<file path="config.mk">
export PLATFORM = sky130hd
export DESIGN_NAME = seg_scan_mux
export DESIGN_NICKNAME = d
export VERILOG_FILES = /design/src/rtl/seg_scan_mux.sv
export SDC_FILE = /design/constraint.sdc
export NUM_CORES = 1
export LEC_CHECK = 0
export ABC_AREA = 1
export ABC_CLOCK_PERIOD_IN_PS = 3300
export CAP_MARGIN = 20
export CORE_ASPECT_RATIO = 1.4
export CORE_MARGIN = 3
export CORE_UTILIZATION = 28
export DETAILED_ROUTE_END_ITERATION = 10
export MAX_ROUTING_LAYER = met4
export PLACE_DENSITY = 0.53
export SYNTH_ARGS = -nofsm -noshare
export SYNTH_HDL_FRONTEND = slang
export SYNTH_SLANG_ARGS = --single-unit
</file>
<file path="constraint.sdc">
create_clock -name clk -period 3.3 [get_ports clk]
set_input_delay 0.33 -clock clk [delete_from_list [all_inputs] [get_ports clk]]
set_output_delay 0.33 -clock clk [all_outputs]
set_load 0.02 [all_outputs]
</file>
<file path="src/rtl/seg_scan_mux.sv">
// Time-multiplexed 7-segment scan driver with dead time, blanking and
// frame-coherent input snapshot.
module seg_scan_mux #(
  parameter int unsigned NUM_DIGITS     = 4,
  parameter int unsigned SCAN_DIV       = 50000,
  parameter int unsigned DEAD_CYCLES    = 2,
  parameter int unsigned DECODE         = 1,
  parameter int unsigned SEL_ACTIVE_LOW = 1,
  parameter int unsigned SEG_ACTIVE_LOW = 0,
  localparam int unsigned IDX_W         = (NUM_DIGITS > 1) ? $clog2(NUM_DIGITS) : 1
) (
  input  logic                    clk,
  input  logic                    rst_n,
  input  logic                    enable,
  input  logic [7*NUM_DIGITS-1:0] digit_data,
  input  logic [NUM_DIGITS-1:0]   blank_mask,
  output logic [6:0]              seg,
  output logic [NUM_DIGITS-1:0]   x,
  output logic [IDX_W-1:0]        digit_idx,
  output logic                    frame_tick
);

  localparam int unsigned CNT_W = (SCAN_DIV > 1) ? $clog2(SCAN_DIV) : 1;
  localparam logic [NUM_DIGITS-1:0] SEL_OFF  = (SEL_ACTIVE_LOW != 0) ? {NUM_DIGITS{1'b1}} : {NUM_DIGITS{1'b0}};
  localparam logic [6:0]            SEG_MASK = (SEG_ACTIVE_LOW != 0) ? 7'h7F : 7'h00;
  localparam logic [CNT_W-1:0]      CNT_LAST = CNT_W'(SCAN_DIV - 1);
  localparam logic [IDX_W-1:0]      IDX_LAST = IDX_W'(NUM_DIGITS - 1);

  logic [CNT_W-1:0]        r_cnt;
  logic [IDX_W-1:0]        r_idx;
  logic [7*NUM_DIGITS-1:0] r_snap;
  logic [NUM_DIGITS-1:0]   r_blank;
  logic                    r_started;

  logic [CNT_W-1:0]        w_cnt_nxt;
  logic [IDX_W-1:0]        w_idx_nxt;
  logic [7*NUM_DIGITS-1:0] w_snap_nxt;
  logic [NUM_DIGITS-1:0]   w_blank_nxt;
  logic                    w_started_nxt;
  logic                    w_tick_nxt;
  logic [6:0]              w_slot;
  logic [6:0]              w_pat;
  logic                    w_lit;
  logic [NUM_DIGITS-1:0]   w_onehot;
  logic [NUM_DIGITS-1:0]   w_x_nxt;
  logic [6:0]              w_seg_nxt;
  int unsigned             w_base;

  function automatic logic [6:0] hex7(input logic [3:0] n);
    case (n)
      4'h0: hex7 = 7'h3F;
      4'h1: hex7 = 7'h06;
      4'h2: hex7 = 7'h5B;
      4'h3: hex7 = 7'h4F;
      4'h4: hex7 = 7'h66;
      4'h5: hex7 = 7'h6D;
      4'h6: hex7 = 7'h7D;
      4'h7: hex7 = 7'h07;
      4'h8: hex7 = 7'h7F;
      4'h9: hex7 = 7'h6F;
      4'hA: hex7 = 7'h77;
      4'hB: hex7 = 7'h7C;
      4'hC: hex7 = 7'h39;
      4'hD: hex7 = 7'h5E;
      4'hE: hex7 = 7'h79;
      default: hex7 = 7'h71;
    endcase
  endfunction

  // Prescaler / slot advance / frame-start snapshot; the first enabled
  // cycle after reset opens frame 0 without advancing the prescaler.
  always_comb begin
    w_cnt_nxt     = r_cnt;
    w_idx_nxt     = r_idx;
    w_snap_nxt    = r_snap;
    w_blank_nxt   = r_blank;
    w_started_nxt = r_started;
    w_tick_nxt    = 1'b0;
    if (enable) begin
      if (!r_started) begin
        w_started_nxt = 1'b1;
        w_tick_nxt    = 1'b1;
        w_snap_nxt    = digit_data;
        w_blank_nxt   = blank_mask;
      end else if (r_cnt == CNT_LAST) begin
        w_cnt_nxt = '0;
        if (r_idx == IDX_LAST) begin
          w_idx_nxt   = '0;
          w_tick_nxt  = 1'b1;
          w_snap_nxt  = digit_data;
          w_blank_nxt = blank_mask;
        end else begin
          w_idx_nxt = r_idx + IDX_W'(1);
        end
      end else begin
        w_cnt_nxt = r_cnt + CNT_W'(1);
      end
    end
  end

  // Output pattern for the post-update slot position.
  always_comb begin
    w_base    = 32'(w_idx_nxt) * 32'd7;
    w_slot    = w_snap_nxt[w_base +: 7];
    w_pat     = (DECODE != 0) ? hex7(w_slot[3:0]) : w_slot;
    w_lit     = enable && (32'(w_cnt_nxt) >= DEAD_CYCLES) && !w_blank_nxt[w_idx_nxt];
    w_onehot  = NUM_DIGITS'(1) << w_idx_nxt;
    w_x_nxt   = w_lit ? (w_onehot ^ SEL_OFF) : SEL_OFF;
    w_seg_nxt = (w_lit ? w_pat : 7'h00) ^ SEG_MASK;
  end

  // State and registered outputs.
  always_ff @(posedge clk) begin
    if (!rst_n) begin
      r_cnt      <= '0;
      r_idx      <= '0;
      r_snap     <= '0;
      r_blank    <= '0;
      r_started  <= 1'b0;
      x          <= SEL_OFF;
      seg        <= SEG_MASK;
      frame_tick <= 1'b0;
    end else begin
      r_cnt      <= w_cnt_nxt;
      r_idx      <= w_idx_nxt;
      r_snap     <= w_snap_nxt;
      r_blank    <= w_blank_nxt;
      r_started  <= w_started_nxt;
      x          <= w_x_nxt;
      seg        <= w_seg_nxt;
      frame_tick <= w_tick_nxt;
    end
  end

  assign digit_idx = r_idx;

endmodule

</file>
==> metrics, run 1 <==
number of post-CTS setup repair buffers=0; GRT overflow=0; Synth top cells by count=nand2_1, nor2_1, dfxtp_1; Root Buffer=clkbuf_16; mux cell area share after synthesis=0.01421; outcome=did not finish; asr flop ratio synth=0; CTS resizes=0; IO buf count=36; xor/xnor cell area share of the yosys netlist=0.01865; H-tree depth=2; FP Rows=42; synthesized instance count=409; Top FF cell, synth=dfxtp_1; largest area contributor in the netlist=dfxtp_1; largest net degree at the start of global routing=40; mean post-synth cell area=6.889 sq um; Mapped Area=2818 sq um; die extent in x=90.78 microns; number of global-route vias before repair=2530; clock sinks=51; failing step=detailed routing (5_2_route); Synth Area in Adders=0.03996; Net Count, Synth=453; CTS Buf Count=5; Error=[ERROR DRT-0255] Maze Route cannot find path of net clk in worker of routeBox ( 48300 0 ) ( 90780 48300 ).; area fraction of the dominant cell type after synthesis=0.3623; global-route wire length before repair=12060 microns; Compound-Gate Fraction of Synth Area=0.05595; sequential area share after synthesis=0.3623; Synth Warn #=0; die height=124.7 microns; largest family of logic cells by synthesized area=simple AND/OR/NAND/NOR gates; antenna violations before repair=0; initial core utilization=0.2930; top cells by area, synth=dfxtp_1, nand2_1, nor2_1; top-count cell post-synth=nand2_1; detailed placement HPWL=5255 microns; Post-synth EDFFs=0; Clock Tree Buf Depth=2; Seq cells post-synth=51; # hold bufs at CTS=0; Total GRT Usage=0.1325; gpl congestion=0.8822; Post-Synth Simple-Gate Area=0.4232; Yosys cell types=34; IO Pins=49
-- metrics by stage --
| stage | cell area (sq um) | utilization | std cells | hold slack, ps | setup slack (ps) |
|---|---|---|---|---|---|
| 5_1_grt | 3493 | 0.3633 | 579 | 511.4 | 74.88 |
| 2_1_floorplan | 2818 | - | 409 | 446.5 | 855.8 |
| 4_1_cts | 3493 | 0.3633 | 579 | 476.4 | 364.6 |
| 3_3_place_gp | 3304 | 0.3436 | 571 | 457.8 | 359.2 |
| 3_5_place_dp | 3304 | 0.3436 | 571 | 465.4 | 345.2 |
-- layer usage --
metal  GRT usage
met2      0.2433
met5           -
met1      0.1483
met4     0.03286
met3     0.02115
-- cells by family after synthesis --
kind of cell	Yosys count
mux	4
fa+ha+maj	9
flops	51
simple gates	259
compound gates	25
buf+inv	55
xor+xnor	6
==> inputs of run 2 (changes only) <==
- CORE_ASPECT_RATIO: 1.4 -> not set
- CORE_UTILIZATION: 28 -> 20
- MAX_ROUTING_LAYER: met4 -> not set
- PLACE_DENSITY: 0.53 -> not set
- PLACE_DENSITY_LB_ADDON: not set -> 0.15
==> run 2 against run 1 <==
The flow now finishes without violations. Global-route usage is 2.9 points lower. Area after synthesis stayed put. Synthesized cell count stayed put.
==> metrics, run 2 <==
outcome=completed (was did not finish); H-tree depth=2 (unchanged); die extent in x=124.7 microns (was 90.78 microns); Routed Antenna Nets=0; Cell Chain, Critical Path=ha_1 -> nand2_2 -> inv_2 -> nand2_1 -> nor2_1 -> nand3_1 -> nand2_2 -> nand2_2 -> nor2_4 -> nand2_1 -> nand4_1 -> inv_1 -> ha_1 -> o21ai_1 -> a21oi_1; GRT overflow=0 (unchanged); Setup crit start kind=flop; n_diodes=0; asr flop ratio synth=0 (unchanged); Mapped Area=2818 sq um (unchanged); Seq cells post-synth=51 (unchanged); Net Count, Synth=453 (unchanged); drt wl/cell=12.03 microns; top cells by area, synth=dfxtp_1, nand2_1, nor2_1 (unchanged); xor/xnor cell area share of the yosys netlist=0.01865 (unchanged); core area=13510 sq um; CTS tree=built; Tmin final=2913 ps; final hold violations=0; Least-Margin Pin Slew=408.2 ps; fraction of layout cells with a size suffix above 1=0.1178; Post-synth EDFFs=0 (unchanged); Root Buffer=clkbuf_16 (unchanged); Setup CP Type=reg -> reg; Top FF cell, synth=dfxtp_1 (unchanged); most common cell after layout, fill and taps aside=nand2_1; Clock Tree Buf Depth=2 (unchanged); IO buf count=36 (unchanged); Hold Path Class=reg -> reg; Max stage delay cell, worst path=dfxtp_1; crit share post-route=0.8828; # hold bufs at CTS=0 (unchanged); DR iter-0 viols=163; mean post-synth cell area=6.889 sq um (unchanged); Die Footprint=15550 sq um; WP data required=3490 ps; largest net degree at the start of global routing=29 (was 40); synthesized instance count=409 (unchanged); setup TNS=0 ps; fmax=343.3 MHz; DR DRC count=0; top-count cell post-synth=nand2_1 (unchanged); relative slew slack=0.7275; largest area contributor in the netlist=dfxtp_1 (unchanged); clock sinks=51 (unchanged); CTS Buf Count=5 (unchanged); Nets=493; max-slew violations=0; Compound-Gate Fraction of Synth Area=0.05595 (unchanged); clk_lat worst skew=300 ps; Post-Synth Simple-Gate Area=0.4232 (unchanged); mux cell area share after synthesis=0.01421 (unchanged); Final setup viols=0; largest family of logic cells by synthesized area=simple AND/OR/NAND/NOR gates (unchanged); IO Pins=49 (unchanged); crit path max fanout=7; most frequent cells in the layout=nand2_1, nor2_1, dfxtp_1; leakage power=1.538 nW; antenna violations before repair=0 (unchanged); Total GRT Usage=0.1033 (was 0.1325); initial core utilization=0.2086 (was 0.2930); Max stage delay on crit path=400 ps; global-route wire length before repair=13180 microns (was 12060 microns); detailed-route via count=2583; Max Clock Skew=6.900 ps; RSZ-0062 raised after global routing=false; Area Overhead vs Synth=26.11%; number of global-route vias before repair=2616 (was 2530); Arr. time, crit path=3100 ps; sequential area share after synthesis=0.3623 (unchanged); crit path capture type=flop; detailed placement HPWL=5668 microns (was 5255 microns); gpl congestion=0.8432 (was 0.8822); Clock transition at path regs=70 ps; largest registers=r_cnt: 16 flops, r_snap: 16 flops, seg: 7 flops; Vias/cell=4.126; WHS=473.5 ps; final wirelength=7532 microns; first drt pass iteration count=4; die height=124.7 microns (unchanged); maximum VDD drop=0.2835 mV; Max-Cap Viols=0; Power Density=409.8 nW/um^2; area fraction of the dominant cell type after synthesis=0.3623 (unchanged); Synth Area in Adders=0.03996 (unchanged); FP Rows=42 (unchanged); Synth top cells by count=nand2_1, nor2_1, dfxtp_1 (unchanged); crit-path most repeated cell=nand2_2; Yosys cell types=34 (unchanged); number of post-CTS setup repair buffers=0 (unchanged); Synth Warn #=0 (unchanged)
==> run 2: area by class of cell <==
type	count	area [sq um]
Sequential cell	51	1021
Clock inverter	3	43.79
Inverter	44	165.2
Timing Repair Buffer	44	420.4
Clock buffer	5	125.1
Fill cell	1515	9952
Multi-Input combinational cell	303	1558
Tap cell	176	220.2
==> run 2: kinds of logic after synthesis <==
logic type / count (synthesis)
simple gates: 259
xor+xnor: 6
fa+ha+maj: 9
flops: 51
buf+inv: 55
mux: 4
compound gates: 25
==> run 2: critical path: cells and delay by family (launching register included) <==
kind,cells,cell delay (ps)
AND/OR/NAND/NOR,9,1360
adder cells (fa/ha/maj),2,510
flip-flops,1,400
AO/OA/AOI/OAI,2,310
buffers and inverters,2,220
==> run 2: worst paths after layout <==
kind                    from          to  slack [ps]  cells after the start
hold reg to reg   r_snap[22]  r_snap[22]         470                      2
hold / removal    r_snap[22]  r_snap[22]         470                      2
setup reg to reg    r_cnt[0]      seg[1]         390                     15
setup / recovery    r_cnt[0]      seg[1]         390                     15
==> run 2: report_power, final <==
group | switching [mW] | internal, mW
Combinational | 0.121 | 0.0821
Sequential | 0.00753 | 0.638
Clock | 0.249 | 0.358
==> run 2: metrics by stage <==
step / std cells / utilization / area (sq um) / total power, mW / worst slack [ps]
floorplan: 409 / - / 2818 / 0.7979 / 855.8
global placement: 618 / 0.2504 / 3382 / 0.8634 / 346.0
detailed placement: 618 / 0.2504 / 3382 / 0.8645 / 325.9
CTS: 626 / 0.2629 / 3551 / 1.485 / 341.7
global route: 626 / 0.2631 / 3553 / 1.550 / 49.37
finish: 626 / 0.2631 / 3553 / 1.456 / 386.9
==> run 2: timing repair <==
action,in CTS,in global routing
resized for setup,0,1
endpoints found under the hold margin,0,0
setup endpoints to repair,0,2
==> run 2: metal layers <==
metal | part of all wire | wire length (microns) | global-route usage | vias up
met5 | 0 | 0 | 0 | -
met4 | 0.010 | 79 | 0.02192 | 0
met3 | 0.045 | 336 | 0.02659 | 7
met2 | 0.42 | 3183 | 0.1584 | 55
met1 | 0.52 | 3931 | 0.1458 | 1163
li1 | - | - | - | 1358
(Power assumes the default switching activity.)
==> inputs of run 3 (changes only) <==
- CORE_ASPECT_RATIO: not set -> 0.6
- SLEW_MARGIN: not set -> 20
==> run 3 against run 2 <==
Critical endpoint unchanged. Combinational power about the same. Maximum frequency about the same. Total power down 3.7%. Sequential cell count stayed put. Non-clock buffer count decreased by 1.
==> metrics, run 3 (synthesized netlist as in run 2, its figures left out) <==
outcome=completed (unchanged); Hold Path Class=reg -> reg (unchanged); Max-Cap Viols=0 (unchanged); detailed placement HPWL=6137 microns (was 5668 microns); relative slew slack=0.7189 (was 0.7275); Max stage delay cell, worst path=dfxtp_1 (unchanged); FF-to-FF End=seg[1] (unchanged); clock group share of total power=0.394 (was 0.417); antenna violations before repair=0 (unchanged); Total Power=1.403 mW (was 1.456 mW); initial core utilization=0.2120 (was 0.2086); slack of the critical path=385.0 ps (was 386.9 ps); crit path capture type=flop (unchanged); number of post-CTS setup repair buffers=0 (unchanged); Max Clock Skew=7.112 ps (was 6.900 ps); most common cell after layout, fill and taps aside=nand2_1 (unchanged); largest registers=r_cnt: 16 flops, r_snap: 16 flops, seg: 7 flops (unchanged); Worst Setup SP=r_cnt[0] (unchanged); DR iter-0 viols=180 (was 163); crit path max fanout=28 (was 7); Cell Chain, Critical Path=ha_1 -> nand2_2 -> inv_2 -> nand2_1 -> nor2_4 -> nand3_2 -> nand2_4 -> nand2_8 -> nand2_1 -> nand2_1 -> nand2_1 -> nand4_1 -> inv_1 -> ha_1 -> o21ai_1 -> a21oi_1 (was ha_1 -> nand2_2 -> inv_2 -> nand2_1 -> nor2_1 -> nand3_1 -> nand2_2 -> nand2_2 -> nor2_4 -> nand2_1 -> nand4_1 -> inv_1 -> ha_1 -> o21ai_1 -> a21oi_1); RR Startpoint=r_cnt[0] (unchanged); Root Buffer=clkbuf_16 (unchanged); most frequent cells in the layout=nand2_1, nor2_1, dfxtp_1 (unchanged); Area Overhead vs Synth=25.75% (was 26.11%); hold path depth=2 (unchanged); crit-path most repeated cell=nand2_1 (was nand2_2); reg2reg path depth=16 (was 15); setup TNS=0 ps (unchanged); final hold violations=0 (unchanged); Tmin final=2915 ps (was 2913 ps); RSZ-0062 raised after global routing=false (unchanged); GRT overflow=0 (unchanged); WP data required=3490 ps (about the same); IO buf count=36 (unchanged); fin util=0.2666 (was 0.2631); first drt pass iteration count=4 (unchanged); dpl ws=406.1 ps (was 325.9 ps); WHS=470.7 ps (was 473.5 ps); sink of the worst hold path=r_snap[15] (was r_snap[22]); Nets=492 (was 493); Non-Filler Instances=636 (was 626); dpl cells=628 (was 618); fmax=343.0 MHz (was 343.3 MHz); hold_sp=r_snap[15] (was r_snap[22]); Reg2Reg Setup Slack=380 ps (was 390 ps); Clock transition at path regs=70 ps (about the same); largest net degree at the start of global routing=35 (was 29); max-slew violations=0 (unchanged); drt wl/cell=12.65 microns (was 12.03 microns); H-tree depth=2 (unchanged); Comb power frac=0.146 (was 0.140); fraction of layout cells with a size suffix above 1=0.1136 (was 0.1178); die extent in x=159.2 microns (was 124.7 microns); n_diodes=0 (unchanged); Design Area, Final=3543 sq um (was 3553 sq um); # hold bufs at CTS=0 (unchanged); Least-Margin Pin Slew=420.1 ps (was 408.2 ps); core area=13290 sq um (was 13510 sq um); global-route wire length before repair=13560 microns (was 13180 microns); CTS Buf Count=5 (unchanged); Placed Area=3388 sq um (was 3382 sq um); Clock Tree Buf Depth=2 (unchanged); Setup CP Type=reg -> reg (unchanged); Arr. time, crit path=3100 ps (about the same); Vias/cell=4.019 (was 4.126); CTS resizes=0 (unchanged); Setup crit start kind=flop (unchanged); Max stage delay on crit path=400 ps (about the same); die height=97.94 microns (was 124.7 microns); Die Footprint=15600 sq um (was 15550 sq um); clock sinks=51 (unchanged); maximum VDD drop=0.1650 mV (was 0.2835 mV); Power Density=395.8 nW/um^2 (was 409.8 nW/um^2); Final setup viols=0 (unchanged); NetSw=0.3789 mW (was 0.3779 mW); Internal=1.024 mW (was 1.078 mW); sw frac=0.2702 (was 0.2595); # fillers=1496 (was 1515); CTS tree=built (unchanged); gpl congestion=0.8205 (was 0.8432); final wirelength=8046 microns (was 7532 microns); Flop pwr share=0.460 (was 0.443); detailed-route via count=2556 (was 2583); clk_lat worst skew=300 ps (about the same); crit share post-route=0.8833 (was 0.8828); leakage power=1.523 nW (was 1.538 nW); Total GRT Usage=0.1096 (was 0.1033); Routed Antenna Nets=0 (unchanged); IO Pins=49 (unchanged); number of global-route vias before repair=2468 (was 2616); FP Rows=32 (was 42); DR DRC count=0 (unchanged)
run 3: critical path: cells and delay by family, from the launching register on:
family | cells | cell delay [ps]
flops | 1 | 400
buf+inv | 2 | 310
compound gates | 2 | 290
simple gates | 10 | 1300
fa+ha+maj | 2 | 480
run 3: cell type report:
cell class	count	area [sq um]	share of cell area
clock inverter	2	16.27	0.004590
tap	187	234.0	0.06603
clock buffer	6	138.9	0.03919
timing repair buffer	43	412.9	0.1165
inverter	44	165.2	0.04661
multi-input combinational	303	1555	0.4389
sequential	51	1021	0.2881
run 3: routing by layer:
layer,up-vias,global-route usage,share of wire
met5,-,0,0
met4,0,0.02690,0.010
met3,7,0.02543,0.058
met2,63,0.1383,0.33
met1,1124,0.1789,0.60
li1,1362,-,-
run 3: worst max path at each step:
stage / end / slack, ps / cells past startpoint
after floorplan: seg[3] / 860 / 20
after global placement: seg[0] / 410 / 17
after detailed placement: seg[1] / 410 / 13
after CTS: seg[1] / 400 / 15
after global routing: seg[0] / 50 / 17
final: seg[1] / 380 / 16
run 3: power by group through the flow:
stage,clock network (mW),logic (mW),registers (mW)
finish,0.553,0.205,0.645
global route,0.597,0.233,0.648
CTS,0.576,0.207,0.645
detailed placement,0,0.205,0.660
global placement,0,0.207,0.659
floorplan,0,0.135,0.663
==> inputs of run 4 (changes only) <==
- ABC_CLOCK_PERIOD_IN_PS: 3300 -> not set
==> results of run 4 <==
No change in the layout: final DEF, timing and power equal those of run 3.
==> RTL change 1 (config.mk and constraints of run 4) <==
Make the reset (`rst_n`) asynchronous in one clocked block.
--- a/src/rtl/seg_scan_mux.sv
+++ b/src/rtl/seg_scan_mux.sv
@@ -110,7 +110,7 @@
   end
 
   // State and registered outputs.
-  always_ff @(posedge clk) begin
+  always_ff @(posedge clk or negedge rst_n) begin
     if (!rst_n) begin
       r_cnt      <= '0;
       r_idx      <= '0;
Behaviour: differs if rst_n is asserted again (counterexample within 4 cycles, from zero or initial values and one cycle with rst_n low); with rst_n held inactive, the same outputs for 4 cycles.
==> RTL change 1 against run 4 <==
Cell area increased by 6.9%. Power increased by 19%. Worst hold slack worse by 0.40 ns. Worst setup slack got worse by 0.037 ns. Sequential cell count unchanged. Fmax fell by 1.2%. Area after synthesis rose by 5.6%. Via count increased by 0.63%. Cell count rose by 0.63%. Synthesized cell count down 2.0%. Routed wire length grew 9.0%. Critical path type unchanged. Critical endpoint is now seg[3].
==> RTL change 1: results (changes against run 4) <==
Timing
  • Setup ws final: 0.348 ns (was 0.385 ns)
  • Worst rel slew slack: 54.1% (was 71.9%)

Global routing
  • First-pass GRT wire length: 14,000 um (was 13,600 um)
  • Largest net degree at the start of global routing: 28 (was 35)
  • Vias in the first global route: 2,496 (was 2,468)
  • Initial antenna violation count: 0 (unchanged)
  • Gr usage total: 11.2% (was 11.0%)

Setup path
  • Reg2Reg Depth: 20 (was 16)
  • Reg2reg setup slack: 0.35 ns (was 0.38 ns)
  • Critical path origin: r_cnt[0] (unchanged)
  • Worst-path maximum fanout: 6 (was 28)
  • Crit-path slowest cell: dfrtp_1 (was dfxtp_1)
  • Critical Path AT: 3.18 ns (was 3.10 ns)
  • Worst r2r dst: seg[3] (was seg[1])

Synthesis
  • XOR/XNOR Fraction of Synth Area: 0.883% (was 1.87%)
  • Top post-synthesis cells by area: dfrtp_1 40%, nand2_1 19%, inv_1 6.2%, nand3_1 5.4%, dfstp_2 3.5% (was dfxtp_1 36%, nand2_1 15%, nor2_1 9.2%, nand3_1 5.9%, inv_1 4.8%)
  • Mux cell area share after synthesis: 0% (was 1.42%)
  • Main synth FF type: dfrtp_1 (was dfxtp_1)
  • Adder-cell share of the synthesized area: 2.94% (was 4.00%)
  • Top cells by count, synth: 150 x nand2_1, 49 x inv_1, 47 x dfrtp_1 (was 112 x nand2_1, 69 x nor2_1, 51 x dfxtp_1)
  • Seq/Total Area, Yosys: 43.1% (was 36.2%)
  • Syn nets: 443 (was 453)
  • Asr flop ratio synth: 100% (was 0%)

Outcome
  • Status: finished clean (unchanged)

Routing
  • Via density: 4.02 (about the same)
  • Routed wire per std cell: 13.7 um (was 12.7 um)
  • DRT Pass-1 Iters: 4 (unchanged)

Final layout
  • Share of cells above drive strength 1: 14.7% (was 11.4%)
  • FILL cells: 1,556 (was 1,496)

Placed design
  • Placed inst area: 3590 sq um (was 3390 sq um)
  • Hpwl dp: 6880 um (was 6140 um)
  • RD Place Congestion: 0.877 (was 0.821)

Pwr
  • Max IR drop VDD: 0.172 mV (was 0.165 mV)
  • Leak pwr: 0.00192 uW (was 0.00152 uW)
  • Sw power: 463 uW (was 379 uW)
  • Flop+latch power: 710 uW (was 645 uW)
  • Combinational gate power: 272 uW (was 205 uW)

Min path
  • Worst Hold Class: input pin to async pin (was flop to flop)
==> RTL change 1: area by class of cell <==
type,instances,area share [%]
clock buffer,6,3.40
multi-input combinational,283,37.5
tap,192,6.34
sequential,51,33.8
timing repair buffer,46,11.4
clock inverter,2,1.59
inverter,60,6.01
==> RTL change 1: stage by stage <==
stage | power, uW | std cells | util, %
floorplan | 887 | 401 | -
global placement | 992 | 632 | 25.5
detailed placement | 993 | 632 | 25.5
CTS | 1690 | 640 | 26.8
global route | 1750 | 640 | 26.9
finish | 1670 | 640 | 26.9
==> RTL change 1: worst min-delay path by stage <==
stage | endpoint | slack (ns) | cells past startpoint
2_1_floorplan | digit_idx[0] | 0.03 | 0
3_3_place_gp | r_snap[15] | 0.42 | 1
3_5_place_dp | r_snap[22] | 0.41 | 1
4_1_cts | seg[5] | 0.09 | 1
5_1_grt | frame_tick | 0.13 | 1
6_report | seg[5] | 0.07 | 1
==> RTL change 1: timing repair <==
| action | in CTS | in global routing |
|---|---|---|
| setup endpoints to repair | 0 | 4 |
| hold buffers | 0 | 0 |
| gates resized for setup | 0 | 2 |
==> RTL change 1: kinds of logic after synthesis <==
kind of cell / after synthesis
AND/OR/NAND/NOR: 257
buffers and inverters: 67
flip-flops: 51
AO/OA/AOI/OAI: 16
adder cells (fa/ha/maj): 7
XOR/XNOR: 3
==> RTL change 1: per-layer routing <==
layer  global-route usage (%)  wire length, um
met1                     19.7             5280
met2                     12.7             2770
met3                     2.83              672
met4                     1.75               57
met5                        0                0
==> RTL change 1: critical path: cells and delay by family, from the launching register on <==
kind          cells  cell delay [ns]
buf+inv           5             0.44
flops             1             0.41
simple gates     13             1.52
fa+ha+maj         2             0.52
==> RTL change 2 (flow settings as in run 4) <==
Made on the original files. `NUM_DIGITS`: 4 -> 16.
--- a/src/rtl/seg_scan_mux.sv
+++ b/src/rtl/seg_scan_mux.sv
@@ -1,7 +1,7 @@
 // Time-multiplexed 7-segment scan driver with dead time, blanking and
 // frame-coherent input snapshot.
 module seg_scan_mux #(
-  parameter int unsigned NUM_DIGITS     = 4,
+  parameter int unsigned NUM_DIGITS     = 16,
   parameter int unsigned SCAN_DIV       = 50000,
   parameter int unsigned DEAD_CYCLES    = 2,
   parameter int unsigned DECODE         = 1,
Ports: changed (resized blank_mask, digit_data, digit_idx and x); port bits go from 49 to 159. No check against the original RTL was run, so the function may have changed too.
==> RTL change 2 against run 4 <==
Cell area rose by 140%. Worst setup slack got worse by 0.097 ns. Count of clock-buffer cells in the layout rose by 13. Routed wire length rose to 2.5 times the old value. Clock skew rose by 0.0067 ns. Highest routed layer unchanged. Combinational power rose by 140%. Sequential cell count rose by 74. Power rose to 2.9 times the old value. Area after synthesis rose by 120%.
==> RTL change 2: results (changes against run 4) <==
Routing
  • DRT Pass-1 Iters: 5 (was 4)
  • Detailed Route Iter0 Violations: 303 (was 180)
  • Via density: 4.00 (was 4.02)
  • Routed WL: 20,300 um (was 8050 um)

Placed design
  • Hpwl dp: 15,100 um (was 6140 um)
  • RD Place Congestion: 0.812 (was 0.821)
  • Port bufs: 110 (was 36)

Pwr
  • Leak pwr: 0.00377 uW (was 0.00152 uW)
  • Max IR drop VDD: 0.274 mV (was 0.165 mV)

Global routing
  • Gr usage total: 12.7% (was 11.0%)
  • First-pass GRT wire length: 31,400 um (was 13,600 um)

Synthesis
  • Top post-synthesis cells by area: dfxtp_1 41%, nand2_1 14%, nor2_1 8.9%, inv_1 5.7%, nand3_1 4.2% (was dfxtp_1 36%, nand2_1 15%, nor2_1 9.2%, nand3_1 5.9%, inv_1 4.8%)
  • Unique cell type count in the Yosys netlist: 41 (was 34)
  • Seq/Total Area, Yosys: 40.7% (was 36.2%)
  • Top cells by count, synth: 222 x nand2_1, 146 x nor2_1, 125 x dfxtp_1 (was 112 x nand2_1, 69 x nor2_1, 51 x dfxtp_1)
  • Syn nets: 1,016 (was 453)

Clocking
  • CTS Buf Count: 17 (was 5)
  • Worst-Skew Late Latency: 0.43 ns (was 0.30 ns)

Final layout
  • Share of cells above drive strength 1: 11.0% (was 11.4%)
  • FILL cells: 3,289 (was 1,496)
  • # nets final: 1,139 (was 492)

Timing
  • Worst rel slew slack: 65.4% (was 71.9%)
  • Skew final: 0.0138 ns (was 0.00711 ns)

Outcome
  • Status: finished clean (unchanged)

Setup path
  • Critical Path AT: 3.32 ns (was 3.10 ns)
## RTL change 2: changes by cell type after synthesis, sizes merged, moves of 7 or more
cell	before	now
dfxtp	51	125
o21ai	9	51
buf	7	26
nor2	80	154
nand2	125	235
inv	43	107
clkbuf	4	11
nand3	35	57
mux2i	4	17
a21oi	9	39
## RTL change 2: final timing paths
| path | startpoint | to | slack [ns] | cells past startpoint |
|---|---|---|---|---|
| max | r_cnt[0] | seg[4] | 0.29 | 17 |
| min | r_blank[6] | r_blank[6] | 0.47 | 2 |
| max reg2reg | r_cnt[0] | seg[4] | 0.29 | 17 |
| min reg2reg | r_blank[6] | r_blank[6] | 0.47 | 2 |
## RTL change 2: cells by family after synthesis
logic type                 after synthesis  share of synthesized area (%)
muxes                                   17                           2.77
xor gates and xnor gates                 4                          0.571
and+or+nand+nor                        471                           34.3
adders and majority gates                9                           1.83
AOI/OAI and AO/OA                      105                           9.29
buffers and inverters                  145                           10.5
DFF                                    125                           40.7
## RTL change 2: final cells by class
cell class | count | share of cell area, %
Multi-Input combinational cell | 606 | 35.6
Sequential cell | 125 | 29.7
Timing Repair Buffer | 141 | 16.6
Tap cell | 408 | 6.05
Clock buffer | 19 | 5.37
Inverter | 108 | 4.83
Clock inverter | 13 | 1.96
## RTL change 2: layer usage
layer / global-route usage, % / up-vias / share of wire, %
li1: - / 2990 / -
met4: 2.83 / 0 / 0.75
met5: 0 / - / 0
met2: 17.4 / 109 / 39
met3: 3.37 / 13 / 4.5
met1: 19.5 / 2562 / 56
## RTL change 2: critical path, delay by kind of cell (launching register included)
kind / cells / cell delay [ns]
adders and majority gates: 2 / 0.42
AOI/OAI and AO/OA: 3 / 0.45
and+or+nand+nor: 9 / 1.18
DFF: 1 / 0.38
buffers and inverters: 2 / 0.32
muxes: 1 / 0.13
## RTL change 2: through the flow
stage	std cells	area, sq um	worst slack [ns]	total power, uW	utilization [%]
after detailed placement	1388	7810	0.0624	2130	25.9
after CTS	1420	8430	0.161	4150	28.0
after floorplan	876	6140	0.408	1930	-
after global placement	1388	7810	0.0598	2130	25.9
final	1420	8440	0.288	4080	28.0
after global routing	1420	8440	0.0103	4280	28.0
## RTL change 2: report_power, final
part           switching, uW  total [uW]  internal [uW]
combinational            277         500            223
clock                    745        1980           1230
sequential              19.1        1600           1580
